**src/rtl/counter_ctrl_unit.sv**
```systemverilog
// counter_ctrl_unit: push-button front end for the 0-9999 counter.
// Sync, debounce and edge-detect three buttons; run/stop/clear FSM.
module counter_ctrl_unit #(
    parameter int SAMPLE_DIV = 100_000,
    parameter int DB_DEPTH   = 8
) (
    input  logic       clk,
    input  logic       rst,
    input  logic       btn_run_stop,
    input  logic       btn_clear,
    input  logic       btn_mode,
    output logic       enable,
    output logic       clear,
    output logic       mode,
    output logic [1:0] state_led
);

    localparam int DIV_W = $clog2(SAMPLE_DIV);
    localparam int NBTN  = 3;
    localparam int B_RUN = 0;
    localparam int B_CLR = 1;
    localparam int B_MOD = 2;

    typedef enum logic [1:0] {
        ST_STOP = 2'b00,
        ST_RUN  = 2'b01,
        ST_CLR  = 2'b10,
        ST_BAD  = 2'b11
    } state_t;

    logic [DIV_W-1:0]    div_cnt;
    logic                tick;
    logic [NBTN-1:0]     btn_raw;
    logic [NBTN-1:0]     sync1;
    logic [NBTN-1:0]     sync2;
    logic [DB_DEPTH-1:0] shreg [NBTN];
    logic [NBTN-1:0]     db;
    logic [NBTN-1:0]     db_d1;
    logic [NBTN-1:0]     press;
    state_t              state;
    logic                mode_q;

    assign btn_raw = {btn_mode, btn_clear, btn_run_stop};
    assign tick    = (div_cnt == DIV_W'(SAMPLE_DIV - 1));
    assign press   = db & ~db_d1;

    // Free-running sample divider, wraps at SAMPLE_DIV-1
    always_ff @(posedge clk or posedge rst) begin
        if (rst) begin
            div_cnt <= '0;
        end else if (tick) begin
            div_cnt <= '0;
        end else begin
            div_cnt <= div_cnt + 1'b1;
        end
    end

    // Two-flop synchronizer for the asynchronous buttons
    always_ff @(posedge clk or posedge rst) begin
        if (rst) begin
            sync1 <= '0;
            sync2 <= '0;
        end else begin
            sync1 <= btn_raw;
            sync2 <= sync1;
        end
    end

    // Shift one synchronized sample per tick into each history
    always_ff @(posedge clk or posedge rst) begin
        if (rst) begin
            for (int i = 0; i < NBTN; i++) begin
                shreg[i] <= '0;
            end
        end else if (tick) begin
            for (int i = 0; i < NBTN; i++) begin
                shreg[i] <= {shreg[i][DB_DEPTH-2:0], sync2[i]};
            end
        end
    end

    // Debounced level changes only on a full run of equal samples
    always_ff @(posedge clk or posedge rst) begin
        if (rst) begin
            db    <= '0;
            db_d1 <= '0;
        end else begin
            db_d1 <= db;
            for (int i = 0; i < NBTN; i++) begin
                if (&shreg[i]) begin
                    db[i] <= 1'b1;
                end else if (~|shreg[i]) begin
                    db[i] <= 1'b0;
                end
            end
        end
    end

    // Run/stop/clear FSM; run wins over clear, CLR lasts one cycle
    always_ff @(posedge clk or posedge rst) begin
        if (rst) begin
            state <= ST_STOP;
        end else begin
            unique case (state)
                ST_STOP: begin
                    if (press[B_RUN]) begin
                        state <= ST_RUN;
                    end else if (press[B_CLR]) begin
                        state <= ST_CLR;
                    end
                end
                ST_RUN: begin
                    if (press[B_RUN]) begin
                        state <= ST_STOP;
                    end
                end
                ST_CLR:  state <= ST_STOP;
                default: state <= ST_STOP;
            endcase
        end
    end

    // Mode toggles on every mode press regardless of state
    always_ff @(posedge clk or posedge rst) begin
        if (rst) begin
            mode_q <= 1'b0;
        end else if (press[B_MOD]) begin
            mode_q <= ~mode_q;
        end
    end

    assign enable    = (state == ST_RUN);
    assign clear     = (state == ST_CLR);
    assign mode      = mode_q;
    assign state_led = state;

endmodule
```
**config.mk**
```make
export PLATFORM = sky130hd
export DESIGN_NAME = counter_ctrl_unit
export DESIGN_NICKNAME = d
export VERILOG_FILES = /design/src/rtl/counter_ctrl_unit.sv
export SDC_FILE = /design/constraint.sdc
export NUM_CORES = 1
export LEC_CHECK = 0
export ABC_AREA = 1
export CORE_MARGIN = 8
export CORE_UTILIZATION = 45
export DETAILED_ROUTE_END_ITERATION = 6
export REMOVE_ABC_BUFFERS = 1
export SLEW_MARGIN = 40
export SYNTH_ARGS = -nofsm -noshare
export SYNTH_HDL_FRONTEND = slang
export SYNTH_SLANG_ARGS = --single-unit
```
**constraint.sdc**
```tcl
create_clock -name clk -period 2 [get_ports clk]
set_clock_uncertainty 0.05 [all_clocks]
set_input_delay 0.3 -clock clk [delete_from_list [all_inputs] [get_ports clk]]
set_output_delay 0.3 -clock clk [all_outputs]
set_load 0.005 [all_outputs]
```
# After elaboration in Yosys (flattened, before gate mapping)
# Cells that the tools add are included.
# word_totals
register_bits	56
input_bits	5
# op_classes
add_sub_neg	1
eq_ne	8
n_mux	11
reduce_logical	8
bitwise_logic	3
# op_table
cell	n
AND reduction 8 bit	3
OR reduction 8 bit	3
adder 17 x 1 -> 17 bit (second input constant)	1
equality test 17 bit (second input constant)	1
two-way mux 17 bit	1
two-way mux 1 bit	6
two-way mux 2 bit	3
!= test 2 bit (second input constant)	3
one-hot mux 2 bit (2 select lines)	1
AND 3 bit	1
!= test 3 bit (second input constant)	1
NOT 3 bit	1
equality test 2 x 1 -> 1 bit (second input constant)	1
equality test 2 bit (second input constant)	1
zero test 2 bit	1
!= test 2 x 1 -> 1 bit (second input constant)	1
AND reduction 2 bit	1
NOT 1 bit	1

# Logic depth before layout (Yosys ltp)
# logic_depth
word_depth	5
depth_mapped	8
depth_no_buf	8

# Worst setup path before layout
# Ideal clock, no wire load.
# synth_path
kind	flip-flop to flip-flop
startpoint	reg div_cnt[0]
endpoint	reg shreg[4] in the netlist's numbering
n_path_buf	1
arrival_time_ps	1227
stages_incl_launch_ff	8
t_required_ps	1833
path_slack_ps	606
cell_sequence	dfrtp_1 -> ha_1 -> nand2_1 -> nor2_4 -> nand3_4 -> buf_6 -> nand2_1 -> nand2_1
# synth_via
elab_chain_len	1
# synth_lines
item	line_no	source
from (decl)	31	logic [DIV_W-1:0] div_cnt;
from (signal assigned)	54	div_cnt <= div_cnt + 1'b1;
equality test 17 bit	44	assign tick = (div_cnt == DIV_W'(SAMPLE_DIV - 1));
to (signal, indexed assignment)	77	shreg[i] <= {shreg[i][DB_DEPTH-2:0], sync2[i]};
to (decl)	36	logic [DB_DEPTH-1:0] shreg [NBTN];
# Every way passes these cells.
# A chain may end at the register's enable or synchronous reset.

# Worst setup path after layout
# layout_path
startpoint	reg state[0], in the netlist state_led[0]
endpoint	out enable
# layout_via
elab_chain_len	1
# layout_lines
item	line_no	source
from (decl)	40	state_t state;
from (signal assigned)	102	state <= ST_STOP;
from (signal assigned)	107	state <= ST_RUN;
from (signal assigned)	109	state <= ST_CLR;
equality test 2 x 1 -> 1 bit	132	assign enable = (state == ST_RUN);
to (decl)	12	output logic enable,
# Every way passes these cells.

==> metrics.txt <==
CTS max path bufs 2; WP data required 1.65 ns; # resized after CTS 0; Final setup viols 0; count leader, synth nand2_1; clk slew on worst S/H paths 0.09 ns; average wire per standard cell 12.1 um; root buf cell clkbuf_8; setup repair bufs after CTS 0; DR pass1 iterations 4; Mapped Cells 303; Worst EP arrival 1.38 ns; die footprint 8390 um^2; Max Slew Vio Count 0; FP Rows 27; reg-to-reg setup timing slack 0.28 ns; Core Region 5510 um^2; Syn Area/Cell 8.49 um^2; Reg area 1400 um^2; Async S/R FF share, synth 100%; maximum vdd ir drop 400 uV; RSZ-0062 raised after global routing false; CP startpoint kind flop; r2r worst-path depth 6; setup ws final 0.269 ns; post-synthesis sequential area ratio 54.5%; vias in the first global route 1861; CTS tree done; Post-CTS Hold Buffers 0; H-tree levels 2; IO buf count 9; EDFF count, synth 0; Area Overhead vs Synth 10.5%; Final #Nets 321; total CTS buffers 5; synth cell count leaders nand2_1 (88), dfrtp_1 (56), nor2_1 (39); first-pass GRT wire length 8440 um; status finished clean; DP Worst Slack 0.256 ns; ANT nets after route 0; Setup Crit Path Kind reg -> out; post-synth top area cell dfrtp_1; worst reg2reg path startpoint div_cnt[0]$_DFF_PP0_; worst-path fanout max 3; WHS 0.302 ns; top-area cell type share of the netlist area 54.5%; post-synthesis cell area 2570 um^2; detailed-route via count 1926; die height 91.6 um; Starting Density 46.7%; Unique masters post-synth 22; ys flop type dfrtp_1; largest net degree at the start of global routing 57; top cells by area, synth dfrtp_1 (54%), nand2_1 (13%), nand4_1 (8.5%), nor2_1 (5.7%), inv_1 (5.4%); Total Routed Length 4680 um; Final GP Congestion 0.834; Skew-Pair Late Insertion Delay 0.30 ns; ANT cells 0; Min-Delay Path Class in -> async; antenna violations before repair 0; Final Hold Fails 0; power density over the cells 656 nW/um^2; Max Cap Viol 0; Final Power 1860 uW; slew margin rel. 78.1%; vias per cell 4.99; R2R Path End div_cnt[7]$_DFF_PP0_; Sink Count 56; register bit count reported by yosys 56; chip width 91.6 um; post-route minimum period 1.73 ns; DR iter-0 viols 129; Top Ports 10; Yosys warning count 0; actual slew at the worst max-slew pin 0.328 ns; placed cell count 380; total grt overflow 0; Leakage 0.00151 uW; post-DP HPWL 3230 um; setup TNS 0 ns; area occupied by multi-input gates 976 um^2; period utilization 86.6%; Layout Cells excl Fill 386; fillers 507; Crit. End Element primary output; share of layout cells above drive strength 1 5.10%; maximum clock rate 578 MHz; gr usage total 12.2%; Post-route DRC 0
-- power by group --
| group | switching (uW) | internal [uW] | leakage [uW] |
|---|---|---|---|
| clock | 332 | 360 | 0.0000501 |
| sequential | 1.88 | 1140 | 0.000754 |
| combinational | 22.7 | 11.1 | 0.000705 |
| total | 356 | 1510 | 0.00151 |
-- final cells by class --
type | instances | share of cell area [%]
Sequential cell | 56 | 49.3
Multi-Input combinational cell | 201 | 34.3
Inverter | 38 | 5.02
Timing Repair Buffer | 13 | 4.67
Tap cell | 72 | 3.17
Clock buffer | 5 | 2.42
Clock inverter | 1 | 1.06
-- critical path, stage by stage (launching register included) --
cell and delay [ns]:
dfrtp_1 0.37, inv_1 0.06, nor2_1 0.13, clkdlybuf4s50_1 0.52
-- layer usage --
metal | vias to the layer above | routed length (um) | global-route usage [%]
met4 | 0 | 66 | 4.50
met5 | - | 0 | 0
met1 | 900 | 2400 | 15.6
met3 | 8 | 156 | 3.26
met2 | 21 | 2060 | 19.3
li1 | 997 | - | -
-- per-stage QoR --
stage / instance area (um^2) / util (%)
finish: 2840 / 51.6
global route: 2840 / 51.6
CTS: 2840 / 51.6
detailed placement: 2740 / 49.8
global placement: 2740 / 49.8
floorplan: 2520 / -
-- how the worst max path moves through the flow --
stage | from | slack (ns) | to | cells after the start
6_report | state_led[0]$_DFFE_PP0P_ | 0.27 | enable | 3
5_1_grt | div_cnt[0]$_DFF_PP0_ | 0.11 | div_cnt[1]$_DFF_PP0_ | 6
4_1_cts | div_cnt[0]$_DFF_PP0_ | 0.24 | div_cnt[7]$_DFF_PP0_ | 6
3_5_place_dp | div_cnt[0]$_DFF_PP0_ | 0.26 | div_cnt[7]$_DFF_PP0_ | 6
3_3_place_gp | div_cnt[0]$_DFF_PP0_ | 0.31 | div_cnt[5]$_DFF_PP0_ | 6
2_1_floorplan | rst | 0.28 | db[0]$_DFFE_PP0P_ | 1
-- flip-flops by register name, summed over array words and instances (netlist names) --
name,cells
db,3
db_d1,3
div_cnt,17
mode,1
shreg,24
state_led,2
sync1,3
sync2,3
-- logic make-up after synthesis --
| group | count (synthesis) | share of synthesized area (%) |
|---|---|---|
| simple gates | 182 | 32.3 |
| flops | 56 | 54.5 |
| buf+inv | 46 | 7.59 |
| compound gates | 10 | 2.38 |
| xor+xnor | 8 | 2.72 |
| fa+ha+maj | 1 | 0.486 |
-- cells in the final DEF (no fill, tap or decap), drive strengths merged --
cell type,synthesis,layout
o2bb2ai,1,1
nor2,42,42
clkinv,1,1
dfrtp,56,56
xnor2,1,1
inv,37,37
nand4,35,35
xor2,7,7
nand3,13,13
o21a,1,1
nor3,2,2
o21bai,2,2
nor4b,1,1
ha,1,1
a21oi,2,2
bufinv,0,1
clkbuf,0,5
clkdlybuf4s50,0,9
buf,8,4
o21ai,4,4
nand2,89,89
Power figures use the tool's default switching activity.
